`config.mk`:
```
export PLATFORM = sky130hd
export DESIGN_NAME = rob_multiport
export DESIGN_NICKNAME = d
export VERILOG_FILES = /design/src/rtl/rob_multiport.sv
export SDC_FILE = /design/constraint.sdc
export NUM_CORES = 1
export LEC_CHECK = 0
export CORE_MARGIN = 4
export CORE_UTILIZATION = 59
export DETAILED_ROUTE_END_ITERATION = 10
export PLACE_DENSITY = 0.82
export SETUP_SLACK_MARGIN = 0.4
export SYNTH_ARGS = -nofsm -noshare
export SYNTH_HDL_FRONTEND = slang
export SYNTH_SLANG_ARGS = --single-unit
```
`constraint.sdc`:
```
create_clock -name clk -period 8.9 [get_ports clk]
set_clock_uncertainty 0.1 [all_clocks]
set_input_delay 1.335 -clock clk [delete_from_list [all_inputs] [get_ports clk]]
set_output_delay 1.335 -clock clk [all_outputs]
set_load 0.01 [all_outputs]
```
`src/rtl/rob_multiport.sv`:
```
// rob_multiport: reorder buffer with multi-port completion and multi-slot in-order retirement.
//
// A circular buffer of DEPTH entries. Dispatch allocates one entry per cycle at the tail.
// NUM_CDB writeback ports mark entries done. Up to RETIRE_W contiguous done entries retire
// from the head each cycle. A branch mispredict flushes every entry younger than the branch.
//
// Configuration macro: ROB_CDB_BYPASS_EN
//   When defined, a CDB hit in the current cycle counts as done for the retire window, so an
//   entry can complete and retire in the same cycle.
//   When undefined (default), retirement sees only registered done bits.
//
// Ports:
//   clk, reset                  clock, synchronous active-high reset
//   alloc_valid/ready/tag       dispatch handshake; tag is the current tail
//   alloc_has_dest/pd_new/      per-entry payload from rename
//   pd_old/pc
//   cdb_valid/cdb_tag           completion strobes; port i tag at [i*TAG_W +: TAG_W]
//   br_mispredict(_tag)         branch FU mispredict report
//   mispredict(_tag)            registered one-cycle flush pulse to the front end
//   retire_valid/has_dest/      per-slot retirement info; valid bits are contiguous from bit 0
//   pd_old
//   head, count                 oldest entry tag and occupancy (0..DEPTH)

module rob_multiport #(
    parameter int unsigned DEPTH    = 16,
    parameter int unsigned TAG_W    = $clog2(DEPTH),
    parameter int unsigned PREG_W   = 7,
    parameter int unsigned NUM_CDB  = 4,
    parameter int unsigned RETIRE_W = 2
) (
    input  logic                       clk,
    input  logic                       reset,
    input  logic                       alloc_valid,
    output logic                       alloc_ready,
    output logic [TAG_W-1:0]           alloc_tag,
    input  logic                       alloc_has_dest,
    input  logic [PREG_W-1:0]          alloc_pd_new,
    input  logic [PREG_W-1:0]          alloc_pd_old,
    input  logic [31:0]                alloc_pc,
    input  logic [NUM_CDB-1:0]         cdb_valid,
    input  logic [NUM_CDB*TAG_W-1:0]   cdb_tag,
    input  logic                       br_mispredict,
    input  logic [TAG_W-1:0]           br_mispredict_tag,
    output logic                       mispredict,
    output logic [TAG_W-1:0]           mispredict_tag,
    output logic [RETIRE_W-1:0]        retire_valid,
    output logic [RETIRE_W-1:0]        retire_has_dest,
    output logic [RETIRE_W*PREG_W-1:0] retire_pd_old,
    output logic [TAG_W-1:0]           head,
    output logic [TAG_W:0]             count
);

    localparam logic [TAG_W:0]   CNT_ONE  = (TAG_W+1)'(1);
    localparam logic [TAG_W:0]   CNT_FULL = (TAG_W+1)'(DEPTH);
    localparam logic [TAG_W-1:0] TAG_ONE  = TAG_W'(1);

    // Control state
    logic [TAG_W-1:0] head_q, head_d;
    logic [TAG_W-1:0] tail_q, tail_d;
    logic [TAG_W:0]   count_q, count_d;
    logic [DEPTH-1:0] valid_q, valid_d;
    logic [DEPTH-1:0] done_q, done_d;
    logic             mispredict_q;
    logic [TAG_W-1:0] mispredict_tag_q;

    // Entry payload; only read while the entry is valid, so it needs no reset
    logic [DEPTH-1:0]  has_dest_q;
    logic [PREG_W-1:0] pd_old_q [DEPTH];

    logic             alloc_fire;
    logic [DEPTH-1:0] cdb_hit;
    logic [DEPTH-1:0] done_eff;
    logic [DEPTH-1:0] keep;
    logic             flush_valid;
    logic [TAG_W-1:0] flush_age;
    logic [TAG_W:0]   ret_cnt;

    // The new mapping and PC travel with dispatch but nothing downstream of this block
    // consumes them.
    logic unused_alloc_fields;
    assign unused_alloc_fields = ^{alloc_pd_new, alloc_pc};

    // ------------------------------------------------------------------
    // Allocation
    // ------------------------------------------------------------------
    assign alloc_ready = (count_q != CNT_FULL) && !br_mispredict && !mispredict_q;
    assign alloc_fire  = alloc_valid && alloc_ready;

    // ------------------------------------------------------------------
    // Completion: decode all CDB ports into one hit vector
    // ------------------------------------------------------------------
    always_comb begin
        cdb_hit = '0;
        for (int unsigned e = 0; e < DEPTH; e++) begin
            for (int unsigned p = 0; p < NUM_CDB; p++) begin
                if (cdb_valid[p] && (cdb_tag[p*TAG_W +: TAG_W] == TAG_W'(e))) begin
                    cdb_hit[e] = 1'b1;
                end
            end
        end
    end

`ifdef ROB_CDB_BYPASS_EN
    assign done_eff = done_q | cdb_hit;
`else
    assign done_eff = done_q;
`endif

    // ------------------------------------------------------------------
    // Flush: keep[e] marks entries at or older than the mispredicted branch.
    // Age is measured from head modulo DEPTH, so the comparison wraps correctly.
    // ------------------------------------------------------------------
    assign flush_valid = br_mispredict && valid_q[br_mispredict_tag];
    assign flush_age   = br_mispredict_tag - head_q;

    always_comb begin
        keep = '1;
        for (int unsigned e = 0; e < DEPTH; e++) begin
            if (flush_valid && ((TAG_W'(e) - head_q) > flush_age)) begin
                keep[e] = 1'b0;
            end
        end
    end

    // ------------------------------------------------------------------
    // Retire window: contiguous run of valid, done, surviving entries from head.
    // The keep term stops a younger-than-branch entry retiring in the flush cycle.
    // ------------------------------------------------------------------
    always_comb begin
        logic run;
        run             = 1'b1;
        ret_cnt         = '0;
        retire_valid    = '0;
        retire_has_dest = '0;
        retire_pd_old   = '0;
        for (int unsigned i = 0; i < RETIRE_W; i++) begin
            if (run && valid_q[head_q + TAG_W'(i)] && done_eff[head_q + TAG_W'(i)]
                    && keep[head_q + TAG_W'(i)]) begin
                retire_valid[i]                   = 1'b1;
                retire_has_dest[i]                = has_dest_q[head_q + TAG_W'(i)];
                retire_pd_old[i*PREG_W +: PREG_W] = pd_old_q[head_q + TAG_W'(i)];
                ret_cnt                           = ret_cnt + CNT_ONE;
            end else begin
                run = 1'b0;
            end
        end
    end

    // ------------------------------------------------------------------
    // Next state. Priority: CDB set, then retire/flush clear, then allocation.
    // A retired or flushed entry never coincides with the allocated tail slot
    // because allocation is blocked while full and during a flush.
    // ------------------------------------------------------------------
    always_comb begin
        valid_d = valid_q;
        done_d  = done_q | (cdb_hit & valid_q & keep);

        for (int unsigned i = 0; i < RETIRE_W; i++) begin
            if (retire_valid[i]) begin
                valid_d[head_q + TAG_W'(i)] = 1'b0;
                done_d[head_q + TAG_W'(i)]  = 1'b0;
            end
        end

        if (flush_valid) begin
            valid_d = valid_d & keep;
            done_d  = done_d & keep;
        end

        if (alloc_fire) begin
            valid_d[tail_q] = 1'b1;
            done_d[tail_q]  = 1'b0;
        end

        head_d = head_q + ret_cnt[TAG_W-1:0];

        if (flush_valid) begin
            // Survivors are head..T inclusive, less whatever retires this cycle
            tail_d  = br_mispredict_tag + TAG_ONE;
            count_d = {1'b0, flush_age} + CNT_ONE - ret_cnt;
        end else begin
            tail_d  = alloc_fire ? (tail_q + TAG_ONE) : tail_q;
            count_d = count_q + (alloc_fire ? CNT_ONE : '0) - ret_cnt;
        end
    end

    always_ff @(posedge clk) begin
        if (reset) begin
            head_q           <= '0;
            tail_q           <= '0;
            count_q          <= '0;
            valid_q          <= '0;
            done_q           <= '0;
            mispredict_q     <= 1'b0;
            mispredict_tag_q <= '0;
        end else begin
            head_q       <= head_d;
            tail_q       <= tail_d;
            count_q      <= count_d;
            valid_q      <= valid_d;
            done_q       <= done_d;
            mispredict_q <= flush_valid;
            if (flush_valid) begin
                mispredict_tag_q <= br_mispredict_tag;
            end
        end
    end

    always_ff @(posedge clk) begin
        if (alloc_fire) begin
            has_dest_q[tail_q] <= alloc_has_dest;
            pd_old_q[tail_q]   <= alloc_pd_old;
        end
    end

    // ------------------------------------------------------------------
    // Outputs
    // ------------------------------------------------------------------
    assign alloc_tag      = tail_q;
    assign mispredict     = mispredict_q;
    assign mispredict_tag = mispredict_tag_q;
    assign head           = head_q;
    assign count          = count_q;

endmodule
```
==> results.txt <==
Status - finished, final reports clean
Number of buffer cells added on primary ports - 72
CP Class - primary input to output pin
Inserted Clock Buffers - 17
Most common flop cell mapped by yosys - sky130_fd_sc_hd__edfxtp_1
F_max - 121 MHz
ANT cells - 0
Crit end category - output pin
Final Wtd Congestion - 1.03
Via density - 7.25
Total Nets Final - 1206
Worst path setup slack after routing - 0.631 ns
Total design power - 0.00194 W
Arrival time at the worst endpoint - 6.83 ns
Part of the cycle the worst path needs - 92.9%
Reg clk slew, reported paths - 0.07 ns
Clock Sinks - 178
Worst-case vdd ir drop - 0.000168 V
Number of DRC markers in iteration 0 - 1690
Share of synthesized flip-flops with an asynchronous set or reset - 0%
Max Cap Violations - 0
Setup repair after global routing missed its margin - false
Mean cell area of the mapped netlist - 11.5 um^2
Placed Cells incl. Taps - 1324
Final Instance Count excl. Fillers - 1356
Unique masters post-synth - 82
Post-synthesis register bit count - 178
GR Util All Layers - 32.7%
Final setup viols - 0
Post-Synthesis Cell Area - 11700 um^2
Final Hold Viols - 0
Residual overflow from global routing - 0
Setup slack at placement - 0.788 ns
Clock latency at the later pin of the worst-skew pair - 0.44 ns
Fraction of final layout cells with drive strength greater than 1 - 18.8%
Global-route wire length before repair - 54900 um
Clock tree from TritonCTS - done
Syn nets - 1148
Core area - 19500 um^2
Worst setup slack for register-to-register paths - 1.62 ns
Routed WL per cell - 26.5 um
Starting Density - 60.1%
Leakage power - 4.28 nW
Vias in the first global route - 9421
Number of nets still failing antenna checks after routing - 0
Maximum number of pins on one net before global-route repair - 57
Length of the first detailed-routing pass in iterations - 9
Clock root buffer master - sky130_fd_sc_hd__clkbuf_16
Remaining DRCs - 0
Bufs on Longest Clock Path - 2
Portion of total power attributed to combinational logic - 13.1%
Die Y - 149 um
Post-Route Setup TNS - 0 ns
Signed area change from the synthesized netlist to the final layout - 13.6%
Hold/Removal Path Class - flip-flop to flip-flop
Number of flops mapped to enable cells by yosys - 128
Relative contribution of the clock network to total power - 39.3%
Estimated wirelength of the detail-placed design - 24200 um
Share of total power in sequential cells - 47.6%
Initial antenna violation count - 0
Max-slew violation total from the final report - 0
CTS H-tree depth - 4
Yosys warns - 0
Switching share of power - 28.1%
Slew @ Worst Pin - 1.25 ns
Int Pwr - 0.00140 W
Headroom to the max-slew limit - 16.3%
Fraction of the yosys area taken by sequential cells - 41.4%
Number of rows in the core area - 51
Startpoint type of the worst setup path - primary input
Detailed-route wire length - 35900 um
Min Tclk post-route - 8.27 ns
Area of the die - 22100 um^2
Number of gates given a new drive strength after cts - 0
Vias after detailed routing - 9837
P per Cell Area - 146 nW/um^2
Data required time at the worst endpoint - 7.47 ns
Width of the die - 149 um
Num ports - 112
CTS Hold Buffers Added - 0
Switching power of the nets - 0.000547 W
Total setup buffers inserted after CTS - 0
Maximum fanout count along the critical path - 10
Count of mapped cells out of synthesis - 1020
==> through the flow <==
step | utilization, % | cell area [um^2] | hold slack, ns
finish | 68.3 | 13300 | 0.364
CTS | 68.3 | 13300 | 0.365
floorplan | - | 11700 | 0.356
global route | 68.3 | 13300 | 0.391
detailed placement | 65.2 | 12700 | 0.356
global placement | 65.2 | 12700 | 0.354
==> power by group through the flow <==
stage | clock network (W) | logic [W] | registers, W
floorplan | 0 | 0.000153 | 0.000939
CTS | 0.000766 | 0.000249 | 0.000924
global placement | 0 | 0.000239 | 0.000941
global route | 0.000804 | 0.000276 | 0.000927
finish | 0.000764 | 0.000255 | 0.000925
detailed placement | 0 | 0.000246 | 0.000943
==> worst max-delay path, stage by stage <==
cell	delay, ns
sky130_fd_sc_hd__clkdlybuf4s50_1	0.45
sky130_fd_sc_hd__inv_1	0.16
sky130_fd_sc_hd__ha_1	0.20
sky130_fd_sc_hd__inv_1	0.06
sky130_fd_sc_hd__fa_1	0.37
sky130_fd_sc_hd__xor2_1	0.42
sky130_fd_sc_hd__inv_1	0.32
sky130_fd_sc_hd__ha_1	0.39
sky130_fd_sc_hd__nand2_1	0.09
sky130_fd_sc_hd__or3_1	0.38
sky130_fd_sc_hd__o2111a_1	0.18
sky130_fd_sc_hd__a311oi_1	0.59
sky130_fd_sc_hd__o221ai_1	0.23
sky130_fd_sc_hd__and3_1	0.22
sky130_fd_sc_hd__o21a_1	0.17
sky130_fd_sc_hd__nor2_2	0.28
sky130_fd_sc_hd__buf_4	0.27
sky130_fd_sc_hd__and2_1	0.17
sky130_fd_sc_hd__clkdlybuf4s50_1	0.56
==> placed cells by master (no fill, tap or decap), types with 11 or more instances in the layout <==
cell type and count:
sky130_fd_sc_hd__and2_1 21, sky130_fd_sc_hd__inv_1 42, sky130_fd_sc_hd__nor2_1 81, sky130_fd_sc_hd__a21oi_1 38, sky130_fd_sc_hd__o21ai_0 36, sky130_fd_sc_hd__nand3b_1 11
sky130_fd_sc_hd__clkbuf_16 17, sky130_fd_sc_hd__xnor2_1 16, sky130_fd_sc_hd__nand3_1 25, sky130_fd_sc_hd__clkdlybuf4s50_1 71, sky130_fd_sc_hd__mux4_2 88, sky130_fd_sc_hd__edfxtp_1 128
sky130_fd_sc_hd__o22ai_1 36, sky130_fd_sc_hd__ha_1 49, sky130_fd_sc_hd__nand2b_1 19, sky130_fd_sc_hd__or3_1 13, sky130_fd_sc_hd__buf_4 23, sky130_fd_sc_hd__o31ai_1 26
sky130_fd_sc_hd__dfxtp_1 48, sky130_fd_sc_hd__nor3_1 24, sky130_fd_sc_hd__nand2_1 66
==> cells by family after synthesis <==
logic type	synth area share [%]
simple gates	15.0
flops	41.4
fa+ha+maj	6.21
mux	18.3
xor+xnor	2.09
compound gates	13.2
buf+inv	3.88
==> synthesized netlist by cell type (5+ instances only) <==
cell type	instances	share of area, %
sky130_fd_sc_hd__buf_4	6	0.38
sky130_fd_sc_hd__o221ai_1	7	0.52
sky130_fd_sc_hd__or2_2	8	0.43
sky130_fd_sc_hd__or3b_2	5	0.37
sky130_fd_sc_hd__buf_1	13	0.42
sky130_fd_sc_hd__nor3_1	27	1.2
sky130_fd_sc_hd__inv_1	42	1.3
sky130_fd_sc_hd__inv_2	6	0.19
sky130_fd_sc_hd__clkbuf_1	27	0.87
sky130_fd_sc_hd__or3_1	13	0.70
sky130_fd_sc_hd__nor2b_1	6	0.32
sky130_fd_sc_hd__o31ai_1	26	1.7
sky130_fd_sc_hd__nand2_1	66	2.1
sky130_fd_sc_hd__o21ai_1	5	0.21
sky130_fd_sc_hd__nand3b_1	11	0.71
sky130_fd_sc_hd__nor4_2	10	1.1
sky130_fd_sc_hd__buf_2	6	0.26
sky130_fd_sc_hd__nor3b_1	5	0.32
sky130_fd_sc_hd__and3_1	5	0.27
sky130_fd_sc_hd__nor2_1	81	2.6
sky130_fd_sc_hd__and2_1	21	1.1
sky130_fd_sc_hd__o21a_1	10	0.64
sky130_fd_sc_hd__edfxtp_1	128	33
sky130_fd_sc_hd__o22ai_1	36	1.9
sky130_fd_sc_hd__a21oi_1	38	1.6
sky130_fd_sc_hd__nor4_1	9	0.48
sky130_fd_sc_hd__o211ai_1	8	0.51
sky130_fd_sc_hd__nand3_1	25	1.1
sky130_fd_sc_hd__xnor2_1	17	1.3
sky130_fd_sc_hd__mux4_2	88	17
sky130_fd_sc_hd__mux2i_1	10	0.86
sky130_fd_sc_hd__nand2b_1	19	1.0
sky130_fd_sc_hd__a22oi_1	5	0.32
sky130_fd_sc_hd__ha_1	50	5.3
sky130_fd_sc_hd__o21ai_0	36	1.5
sky130_fd_sc_hd__o32ai_1	6	0.45
sky130_fd_sc_hd__mux2_2	5	0.48
sky130_fd_sc_hd__a211oi_1	8	0.51
sky130_fd_sc_hd__dfxtp_1	50	8.6
==> per-layer routing <==
| metal | track usage (%) | routed length [um] |
|---|---|---|
| met3 | 8.05 | 4740 |
| met1 | 44.0 | 12800 |
| met4 | 14.6 | 1850 |
| met2 | 50.9 | 16500 |
| met5 | 0 | 0 |
==> sequential cells by signal, indices dropped and copies added (netlist names) <==
signal / cells
valid_q: 16
head: 4
done_eff: 16
pd_old_q: 112
mispredict_tag: 4
count: 5
mispredict: 1
has_dest_q: 16
alloc_tag: 4
==> path summary, 6_finish.rpt <==
kind,from,end,cells past startpoint
setup reg to reg,head[0],count[4],25
hold reg to reg,mispredict_tag[3],mispredict_tag[3],2
setup / recovery,br_mispredict_tag[0],retire_pd_old[0],19
hold / removal,mispredict_tag[3],mispredict_tag[3],2
==> final cells by class <==
type | count | area [um^2]
clock buffers | 17 | 425
repair buffers | 95 | 888
multi-input cells | 737 | 6430
well taps | 265 | 332
flip-flops and latches | 178 | 4850
clock inverters | 15 | 181
fillers | 1346 | 6170
inverters | 49 | 184
No activity file was read; power rests on OpenSTA's default activity.
